File: config.mk
export PLATFORM = sky130hd
export DESIGN_NAME = fetch_queue_if_flat
export DESIGN_NICKNAME = d
export VERILOG_FILES = /design/src/rtl/fetch_queue_if_if.sv /design/src/rtl/fetch_queue_if.sv /design/src/flat_wrapper.sv
export SDC_FILE = /design/constraint.sdc
export NUM_CORES = 1
export LEC_CHECK = 0
export ABC_AREA = 1
export CORE_ASPECT_RATIO = 1.25
export CORE_MARGIN = 2
export CORE_UTILIZATION = 60
export CTS_BUF_LIST = sky130_fd_sc_hd__clkbuf_4
export CTS_CLUSTER_DIAMETER = 100
export DETAILED_ROUTE_END_ITERATION = 12
export PLACE_DENSITY = 0.88
export SYNTH_ARGS = -nofsm -noshare
export SYNTH_HDL_FRONTEND = slang
export SYNTH_SLANG_ARGS = --single-unit
File: constraint.sdc
create_clock -name i_clk -period 7.7 [get_ports i_clk]
set_input_delay 1.155 -clock i_clk [delete_from_list [all_inputs] [get_ports i_clk]]
set_output_delay 1.155 -clock i_clk [all_outputs]
set_load 0.1 [all_outputs]
File: src/rtl/fetch_queue_if_if.sv
// Bundle of all non-clock/reset signals around the fetch_queue_if stage:
// hazard controls, EX redirect, instruction-memory port and the ID-facing
// queue head. The master modport is the fetch stage's view; slave is the
// view of the surrounding pipeline (hazard unit, EX, imem, ID).
// Optional macro FETCH_PERF_CNT_EN adds the two performance counters.
//
// Handshake: ID consumes the head in every cycle where o_valid_d=1 and
// i_if_id_stall_h=0; fetch writes a new entry in every cycle where
// i_pc_wr_en_h=1 and a slot is free (or is being freed by that dequeue).
interface fetch_queue_if_if #(
  parameter int XLEN  = 32,
  parameter int DEPTH = 4
) ();
  localparam int CNT_W = $clog2(DEPTH + 1);

  logic             i_clk_en;
  logic             i_pc_wr_en_h;
  logic             i_if_id_flush_h;
  logic             i_if_id_stall_h;
  logic             i_redirect_e;
  logic [XLEN-1:0]  i_redirect_pc_e;
  logic [XLEN-1:0]  o_imem_addr;
  logic [31:0]      i_imem_rdata;
  logic [31:0]      o_instr_d;
  logic [XLEN-1:0]  o_pc_d;
  logic [XLEN-1:0]  o_pc_plus4_d;
  logic             o_valid_d;
  logic [6:0]       o_opcode_d;
  logic [2:0]       o_f3_d;
  logic             o_f7_b6_d;
  logic [CNT_W-1:0] o_count;
  logic             o_full;
  logic             o_empty;
`ifdef FETCH_PERF_CNT_EN
  logic [31:0]      o_stall_cnt;
  logic [31:0]      o_flush_cnt;
`endif

  modport master (
    input  i_clk_en, i_pc_wr_en_h, i_if_id_flush_h, i_if_id_stall_h,
    input  i_redirect_e, i_redirect_pc_e, i_imem_rdata,
    output o_imem_addr, o_instr_d, o_pc_d, o_pc_plus4_d, o_valid_d,
    output o_opcode_d, o_f3_d, o_f7_b6_d, o_count, o_full, o_empty
`ifdef FETCH_PERF_CNT_EN
    , output o_stall_cnt, o_flush_cnt
`endif
  );

  modport slave (
    output i_clk_en, i_pc_wr_en_h, i_if_id_flush_h, i_if_id_stall_h,
    output i_redirect_e, i_redirect_pc_e, i_imem_rdata,
    input  o_imem_addr, o_instr_d, o_pc_d, o_pc_plus4_d, o_valid_d,
    input  o_opcode_d, o_f3_d, o_f7_b6_d, o_count, o_full, o_empty
`ifdef FETCH_PERF_CNT_EN
    , input o_stall_cnt, o_flush_cnt
`endif
  );
endinterface

File: src/rtl/fetch_queue_if.sv
// IF stage: PC generator feeding a DEPTH-entry instruction queue that
// stands in for the IF/ID register. ID sees the queue head combinationally
// (NOP / PC 0 when empty). EX redirect and hazard flush clear the queue.
// Optional macro FETCH_PERF_CNT_EN adds saturating stall/flush counters.
module fetch_queue_if #(
  parameter int              XLEN     = 32,
  parameter int              DEPTH    = 4,
  parameter logic [XLEN-1:0] RESET_PC = '0
) (
  input logic               i_clk,
  input logic               i_rst,
  fetch_queue_if_if.master  bus
);
  localparam int PTR_W = $clog2(DEPTH);
  localparam int CNT_W = $clog2(DEPTH + 1);
  localparam logic [31:0] NOP = 32'h0000_0013;

  logic [XLEN-1:0]  r_pc;
  logic [PTR_W-1:0] r_wr_ptr;
  logic [PTR_W-1:0] r_rd_ptr;
  logic [CNT_W-1:0] r_count;
  logic [XLEN-1:0]  r_pc_q    [DEPTH];
  logic [31:0]      r_instr_q [DEPTH];

  logic             w_empty;
  logic             w_full;
  logic             w_deq;
  logic             w_enq;
  logic             w_clear;
  logic             w_write;
  logic [XLEN-1:0]  w_redirect_target;
  logic [XLEN-1:0]  w_head_pc;
  logic [31:0]      w_head_instr;

  assign w_empty = (r_count == '0);
  assign w_full  = (r_count == CNT_W'(DEPTH));
  assign w_deq   = !w_empty && !bus.i_if_id_stall_h;
  assign w_enq   = bus.i_pc_wr_en_h && (!w_full || w_deq);
  // Redirect or flush wipes the queue; neither enqueues that cycle.
  assign w_clear = bus.i_redirect_e || bus.i_if_id_flush_h;
  assign w_write = bus.i_clk_en && !i_rst && !w_clear && w_enq;
  // Instructions are word aligned, so the low two target bits are dropped.
  assign w_redirect_target = bus.i_redirect_pc_e & ~XLEN'(3);

  // PC, pointers and occupancy; reset wins, then redirect, then flush.
  always_ff @(posedge i_clk) begin
    if (i_rst) begin
      r_pc     <= RESET_PC;
      r_wr_ptr <= '0;
      r_rd_ptr <= '0;
      r_count  <= '0;
    end else if (bus.i_clk_en) begin
      if (bus.i_redirect_e) begin
        r_pc     <= w_redirect_target;
        r_wr_ptr <= '0;
        r_rd_ptr <= '0;
        r_count  <= '0;
      end else if (bus.i_if_id_flush_h) begin
        r_wr_ptr <= '0;
        r_rd_ptr <= '0;
        r_count  <= '0;
      end else begin
        if (w_enq) begin
          r_pc     <= r_pc + XLEN'(4);
          r_wr_ptr <= r_wr_ptr + PTR_W'(1);
        end
        if (w_deq) begin
          r_rd_ptr <= r_rd_ptr + PTR_W'(1);
        end
        case ({w_enq, w_deq})
          2'b10:   r_count <= r_count + CNT_W'(1);
          2'b01:   r_count <= r_count - CNT_W'(1);
          default: r_count <= r_count;
        endcase
      end
    end
  end

  // Queue storage; contents are only meaningful below r_count, so no reset.
  always_ff @(posedge i_clk) begin
    if (w_write) begin
      r_pc_q[r_wr_ptr]    <= r_pc;
      r_instr_q[r_wr_ptr] <= bus.i_imem_rdata;
    end
  end

  assign w_head_pc    = w_empty ? '0  : r_pc_q[r_rd_ptr];
  assign w_head_instr = w_empty ? NOP : r_instr_q[r_rd_ptr];

  assign bus.o_imem_addr  = r_pc;
  assign bus.o_instr_d    = w_head_instr;
  assign bus.o_pc_d       = w_head_pc;
  assign bus.o_pc_plus4_d = w_head_pc + XLEN'(4);
  assign bus.o_valid_d    = !w_empty;
  assign bus.o_opcode_d   = w_head_instr[6:0];
  assign bus.o_f3_d       = w_head_instr[14:12];
  assign bus.o_f7_b6_d    = w_head_instr[30];
  assign bus.o_count      = r_count;
  assign bus.o_full       = w_full;
  assign bus.o_empty      = w_empty;

`ifdef FETCH_PERF_CNT_EN
  logic [31:0] r_stall_cnt;
  logic [31:0] r_flush_cnt;

  // Saturating counts of ID stalls on a valid head and of non-empty clears.
  always_ff @(posedge i_clk) begin
    if (i_rst) begin
      r_stall_cnt <= '0;
      r_flush_cnt <= '0;
    end else if (bus.i_clk_en) begin
      if (!w_empty && bus.i_if_id_stall_h && (r_stall_cnt != 32'hFFFF_FFFF))
        r_stall_cnt <= r_stall_cnt + 32'd1;
      if (w_clear && !w_empty && (r_flush_cnt != 32'hFFFF_FFFF))
        r_flush_cnt <= r_flush_cnt + 32'd1;
    end
  end

  assign bus.o_stall_cnt = r_stall_cnt;
  assign bus.o_flush_cnt = r_flush_cnt;
`endif
endmodule
File: src/flat_wrapper.sv
// flat-port wrapper written by rule: the top's interface ports become plain ports
module fetch_queue_if_flat 
#(
  parameter int              XLEN     = 32,
  parameter int              DEPTH    = 4,
  parameter logic [XLEN-1:0] RESET_PC = '0
)
  (i_clk, i_rst, bus_i_clk_en, bus_i_pc_wr_en_h, bus_i_if_id_flush_h, bus_i_if_id_stall_h, bus_i_redirect_e, bus_i_redirect_pc_e, bus_i_imem_rdata, bus_o_imem_addr, bus_o_instr_d, bus_o_pc_d, bus_o_pc_plus4_d, bus_o_valid_d, bus_o_opcode_d, bus_o_f3_d, bus_o_f7_b6_d, bus_o_count, bus_o_full, bus_o_empty);
  fetch_queue_if_if #(.XLEN(XLEN), .DEPTH(DEPTH)) bus_i ();
  input logic i_clk;
  input logic i_rst;
  input wire logic [$bits(bus_i.i_clk_en)-1:0] bus_i_clk_en;
  input wire logic [$bits(bus_i.i_pc_wr_en_h)-1:0] bus_i_pc_wr_en_h;
  input wire logic [$bits(bus_i.i_if_id_flush_h)-1:0] bus_i_if_id_flush_h;
  input wire logic [$bits(bus_i.i_if_id_stall_h)-1:0] bus_i_if_id_stall_h;
  input wire logic [$bits(bus_i.i_redirect_e)-1:0] bus_i_redirect_e;
  input wire logic [$bits(bus_i.i_redirect_pc_e)-1:0] bus_i_redirect_pc_e;
  input wire logic [$bits(bus_i.i_imem_rdata)-1:0] bus_i_imem_rdata;
  output wire logic [$bits(bus_i.o_imem_addr)-1:0] bus_o_imem_addr;
  output wire logic [$bits(bus_i.o_instr_d)-1:0] bus_o_instr_d;
  output wire logic [$bits(bus_i.o_pc_d)-1:0] bus_o_pc_d;
  output wire logic [$bits(bus_i.o_pc_plus4_d)-1:0] bus_o_pc_plus4_d;
  output wire logic [$bits(bus_i.o_valid_d)-1:0] bus_o_valid_d;
  output wire logic [$bits(bus_i.o_opcode_d)-1:0] bus_o_opcode_d;
  output wire logic [$bits(bus_i.o_f3_d)-1:0] bus_o_f3_d;
  output wire logic [$bits(bus_i.o_f7_b6_d)-1:0] bus_o_f7_b6_d;
  output wire logic [$bits(bus_i.o_count)-1:0] bus_o_count;
  output wire logic [$bits(bus_i.o_full)-1:0] bus_o_full;
  output wire logic [$bits(bus_i.o_empty)-1:0] bus_o_empty;
  assign bus_i.i_clk_en = bus_i_clk_en;
  assign bus_i.i_pc_wr_en_h = bus_i_pc_wr_en_h;
  assign bus_i.i_if_id_flush_h = bus_i_if_id_flush_h;
  assign bus_i.i_if_id_stall_h = bus_i_if_id_stall_h;
  assign bus_i.i_redirect_e = bus_i_redirect_e;
  assign bus_i.i_redirect_pc_e = bus_i_redirect_pc_e;
  assign bus_i.i_imem_rdata = bus_i_imem_rdata;
  assign bus_o_imem_addr = bus_i.o_imem_addr;
  assign bus_o_instr_d = bus_i.o_instr_d;
  assign bus_o_pc_d = bus_i.o_pc_d;
  assign bus_o_pc_plus4_d = bus_i.o_pc_plus4_d;
  assign bus_o_valid_d = bus_i.o_valid_d;
  assign bus_o_opcode_d = bus_i.o_opcode_d;
  assign bus_o_f3_d = bus_i.o_f3_d;
  assign bus_o_f7_b6_d = bus_i.o_f7_b6_d;
  assign bus_o_count = bus_i.o_count;
  assign bus_o_full = bus_i.o_full;
  assign bus_o_empty = bus_i.o_empty;
  fetch_queue_if #(.XLEN(XLEN), .DEPTH(DEPTH), .RESET_PC(RESET_PC)) u_core (.i_clk(i_clk), .i_rst(i_rst), .bus(bus_i));
endmodule
======== Yosys cells after proc, flatten, opt, wreduce, memory -nomap -nowiden ========
Memory sizes are Yosys's and may differ from the RTL's. A register that Yosys moved wholly into a read port is not among the register bits.
Index checks and enable logic that the tools add are counted.
word-level totals
  logic and storage cells ................. 57
  register bits ........................... 39
  memories ................................ 2
  input bits .............................. 71
  memory bits (writable) .................. 256
  output and inout port bits .............. 145
cells by class
  multiplexer cells ....................... 20
  reductions and logical operators ........ 21
  add/subtract/negate cells ............... 6
  equality and inequality tests ........... 4
memories
  memory            depth  bits a word  rd ports  clocked after memory_dff  wr ports  RTL line              RTL
  u_core.r_instr_q  4      32           1         1                         1         fetch_queue_if.sv:23  logic [31:0] r_instr_q [DEPTH];
  u_core.r_pc_q     4      32           1         1                         1         fetch_queue_if.sv:22  logic [XLEN-1:0] r_pc_q [DEPTH];
operators with widths
  kind                                                 number
  2-to-1 mux 32 bit                                    5
  adder 32 x 3 -> 32 bit, second input constant        2
  2-to-1 mux 2 bit                                     10
  2-to-1 mux 3 bit                                     2
  case mux 3 bit (2 select lines)                      1
  AND reduction 2 bit                                  3
  nonzero test 3 bit                                   2
  logical AND 1 bit                                    5
  zero test 1 bit                                      5
  adder 2 x 1 -> 2 bit, second input constant          2
  nonzero test 4 bit                                   1
  adder 3 x 1 -> 3 bit, second input constant          1
  equality test 3 bit, second input constant           1
  zero test 3 bit                                      1
  AND reduction 3 bit                                  1
  subtractor 3 x 1 -> 3 bit, second input constant     1
  equality test 2 x 1 -> 1 bit, second input constant  1
  equality test 2 bit, second input constant           1
  logical OR 1 bit                                     2
  2-to-1 mux 1 bit                                     2
  != test 2 x 1 -> 1 bit, second input constant        1
  nonzero test 2 bit                                   1

======== Longest topological paths before layout ========
  word-level depth ........................ 9
  gate-level depth with buffers ........... 16

======== Worst setup path after synthesis ========
Ideal clock, no wire load.
  path kind ............................... register to output
  start ................................... register u_core.r_count[0] (netlist: u_core.bus.o_count[0])
  end ..................................... output bus_o_pc_plus4_d[18]
  path buffers ............................ 2
  cell stages (with the launch flop) ...... 14
  setup slack ............................. 0.319 ns
  data arrival time ....................... 6.226 ns
  path through ............................ dfxtp_1 inv_1 nand3b_4 inv_4 buf_2 buf_1 nor2_1 ha_1 nand2_2 nor2_4 nand2_4 nor2_4 nand2_1 xor2_1
on the way
  longest elaborated chain between the ends .. 3
RTL lines
  item                      RTL line              RTL
  start: declaration        fetch_queue_if.sv:21  logic [CNT_W-1:0] r_count;
  start signal: assignment  fetch_queue_if.sv:71  2'b10: r_count <= r_count + CNT_W'(1);
  start signal: assignment  fetch_queue_if.sv:72  2'b01: r_count <= r_count - CNT_W'(1);
  start signal: assignment  fetch_queue_if.sv:73  default: r_count <= r_count;
  zero test 3 bit           fetch_queue_if.sv:35  assign w_empty = (r_count == '0);
  net bus_o_empty           flat_wrapper.sv:29    output wire logic [$bits(bus_i.o_empty)-1:0] bus_o_empty;
  2-to-1 mux 32 bit         fetch_queue_if.sv:87  assign w_head_pc = w_empty ? '0 : r_pc_q[r_rd_ptr];
  net bus_o_pc_d[3]         flat_wrapper.sv:21    output wire logic [$bits(bus_i.o_pc_d)-1:0] bus_o_pc_d;
  adder 32 x 3 -> 32 bit    fetch_queue_if.sv:93  assign bus.o_pc_plus4_d = w_head_pc + XLEN'(4);
  end: declaration          flat_wrapper.sv:22    output wire logic [$bits(bus_i.o_pc_plus4_d)-1:0] bus_o_pc_plus4_d;
The timed path passes the listed nets, and every way through them passes these cells.

==> impl_metrics.tcl <==
set metrics [dict create \
    cellPowerDensity_mw_per_mm2 232 \
    cp_slowest_stage_delay_ns 1.13 \
    worstSetupPathType "register to primary output" \
    min_delay_path_depth 2 \
    clk_latency_ns 0.65 \
    worst_slack_ns 1.52 \
    place_congestion 0.931 \
    drive_above_1_share 0.102 \
    tritoncts "built" \
    clk_pin_slew_ns 0.08 \
    hold_viol_final 0 \
    rsz0062_at_grt "false" \
    crit_slowest_cell "clkdlybuf4s50_1" \
    slew-limit-headroom 0.282 \
    hp-start "u_core.r_rd_ptr[1]" \
    tns_ns 0 \
    layout_commonest_cell "nand2_1" \
    vias 11500 \
    power_leakage_nw 6.34 \
    finalSetupViolations 0 \
    die_area_sq_mm 0.0246 \
    arrival_ns 5.02 \
    report.final.slew_viol_count 0 \
    clockRootBuffer "clkbuf_4" \
    dp.cells 1952 \
    place_ws_ns 2.25 \
    via_per_inst 5.55 \
    cts.sinks 287 \
    min_path_type "register to register" \
    grt_pass1_vias 10900 \
    ys_seq_area_frac 0.588 \
    fin_cells 2070 \
    cp-start-kind "register" \
    htreeDepth 3 \
    cap_violations 0 \
    core_area_sq_mm 0.0230 \
    start_util 0.609 \
    netlist_instances 1523 \
    end_kind "primary output" \
    cts_made_buffers 67 \
    whs_endpoint "u_core.r_rd_ptr[1]" \
    place_hpwl_um 23000 \
    groute.usage.overall 0.286 \
    tightest_slew_ns 1.07 \
    ys.warnings.count 0 \
    required_ns 6.55 \
    wire_per_inst_um 17.2 \
    finalCritPeriodShare 0.802 \
    syn_area_sq_mm 0.0140 \
    max_clock_freq_ghz 0.162 \
    final_cell_mix "nand2_1 (374), nor2_1 (269), edfxtp_1 (248), clkdlybuf4s50_1 (207)" \
    io_pins 216 \
    drc_errors 0 \
    period_needed_ns 6.18 \
    grt_first_pass_wirelength_um 55300 \
    path_buf_inv 4 \
    clk_path_buf_depth 3 \
    cts_resized 0 \
    antenna_found_initial 1 \
    areaGrowthSynthToFinish_pct 20.8 \
    first_pass_iters 6 \
    cts_hold_buf 0 \
    status "finished, final reports clean" \
    regToRegStartpoint "u_core.bus.o_count[0]" \
    fillCellCount 1608 \
    clock_skew_ns 0.0373 \
    grt_max_degree 126 \
    fin_nets 1811 \
    r2r_cells 7 \
    dieWidth_um 141 \
    rows 62 \
    ff2ff_setup_slack_ns 4.56 \
    path_delay_family "buffers and inverters" \
    cts_setup_buffers 0 \
    r2r_end "u_core.r_pc_q[1][20]" \
    antenna_left 0 \
    crit_fanout 65 \
    drt-initial-drc-count 713 \
    die_h_um 175 \
    syn_area_per_cell_sq_um 9.19 \
    vdd_drop_max_uv 122 \
    detail_route.wirelength_um 35700 \
    ys_types 42 \
    cp_cell_sequence "buf_4 -> nand2_1 -> nand3_1 -> and2_2 -> inv_1 -> nor2_1 -> ha_1 -> nand2_2 -> nor2_4 -> inv_1 -> nor2_2 -> nand3_1 -> nand2_1 -> clkdlybuf4s50_1" \
    grt_overflow 0 \
    io_buffers 207 \
    ys_ff_latch 287 \
]
==> kinds of logic after synthesis <==
logic type,share of synthesized area
adder cells (fa/ha/maj),0.00679
flip-flops,0.588
buffers and inverters,0.0673
AND/OR/NAND/NOR,0.262
AO/OA/AOI/OAI,0.0639
XOR/XNOR,0.0113
other,0.000268
==> per-stage QoR <==
step | util | hold slack, ns | power (mW) | cell area (sq um)
6_report | 0.736 | 0.492 | 3.93 | 16900
5_1_grt | 0.736 | 0.501 | 4.06 | 16900
4_1_cts | 0.736 | 0.491 | 3.95 | 16900
3_5_place_dp | 0.699 | 0.470 | 2.73 | 16000
3_3_place_gp | 0.699 | 0.460 | 2.72 | 16000
2_1_floorplan | - | 0.455 | 2.51 | 14000
==> per-layer routing <==
layer  vias to the layer above  GRT usage  share of wire
met5                         -          0              0
met3                        99     0.0633          0.096
met1                      5273      0.350           0.37
met4                         0      0.137          0.039
li1                       5491          -              -
met2                       624      0.482           0.49
==> layout make-up <==
type	count	area (sq um)	share of cell area
clock buffer	89	668	0.0395
inverter	115	442	0.0261
clock inverter	28	189	0.0112
timing repair buffer	215	2130	0.126
antenna	1	2.50	0.000148
sequential	287	8230	0.487
multi-input combinational	1047	4870	0.288
tap	288	360	0.0213
==> where the power goes <==
group | switching (mW) | leakage, nW | internal, mW | total, mW
clock network | 0.585 | 0.506 | 0.643 | 1.23
logic | 0.754 | 3.23 | 0.208 | 0.962
registers | 0.0358 | 2.60 | 1.70 | 1.74
==> synth_stat cells, drive strengths merged <==
cell    instances  area, sq um
nand2         390         1510
nor2          302         1280
edfxtp        248         7450
nand3         118          651
inv           115          442
o21ai          95          475
a21oi          64          320
buf            63          440
dfxtp          39          781
clkbuf         16         60.1
xor2           16          140
nand4          13         87.6
nor3           13         70.1
ha              6         75.1
nand3b          6         57.6
a31oi           5         31.3
o311ai          3         26.3
a211oi          2         15.0
and2            2         13.8
xnor2           2         17.5
a32oi           1         8.76
conb            1         3.75
fa              1         20.0
o211a           1         10.0
o21bai          1         7.51
==> state kept, by name, summed over array words and instances, names as in the netlist, named ones only <==
name                    count
u_core.bus.o_count          3
u_core.bus.o_imem_addr     30
u_core.r_instr_q          128
u_core.r_pc_q             120
u_core.r_rd_ptr             2
u_core.r_wr_ptr             2
==> worst max-delay path by stage <==
stage / slack (ns) / cells after the start / endpoint
2_1_floorplan: 0.32 / 13 / bus_o_pc_plus4_d[18]
3_3_place_gp: 2.30 / 14 / bus_o_pc_plus4_d[30]
3_5_place_dp: 2.25 / 13 / bus_o_pc_plus4_d[14]
4_1_cts: 1.49 / 13 / bus_o_pc_plus4_d[14]
5_1_grt: 1.19 / 13 / bus_o_pc_plus4_d[14]
6_report: 1.52 / 14 / bus_o_pc_plus4_d[30]
==> tightest hold or removal path, cell delays in order (launching register included) <==
cell     delay, ns
dfxtp_1       0.32
nand2_1       0.06
a21oi_1       0.06
Power figures use the tool's default switching activity.
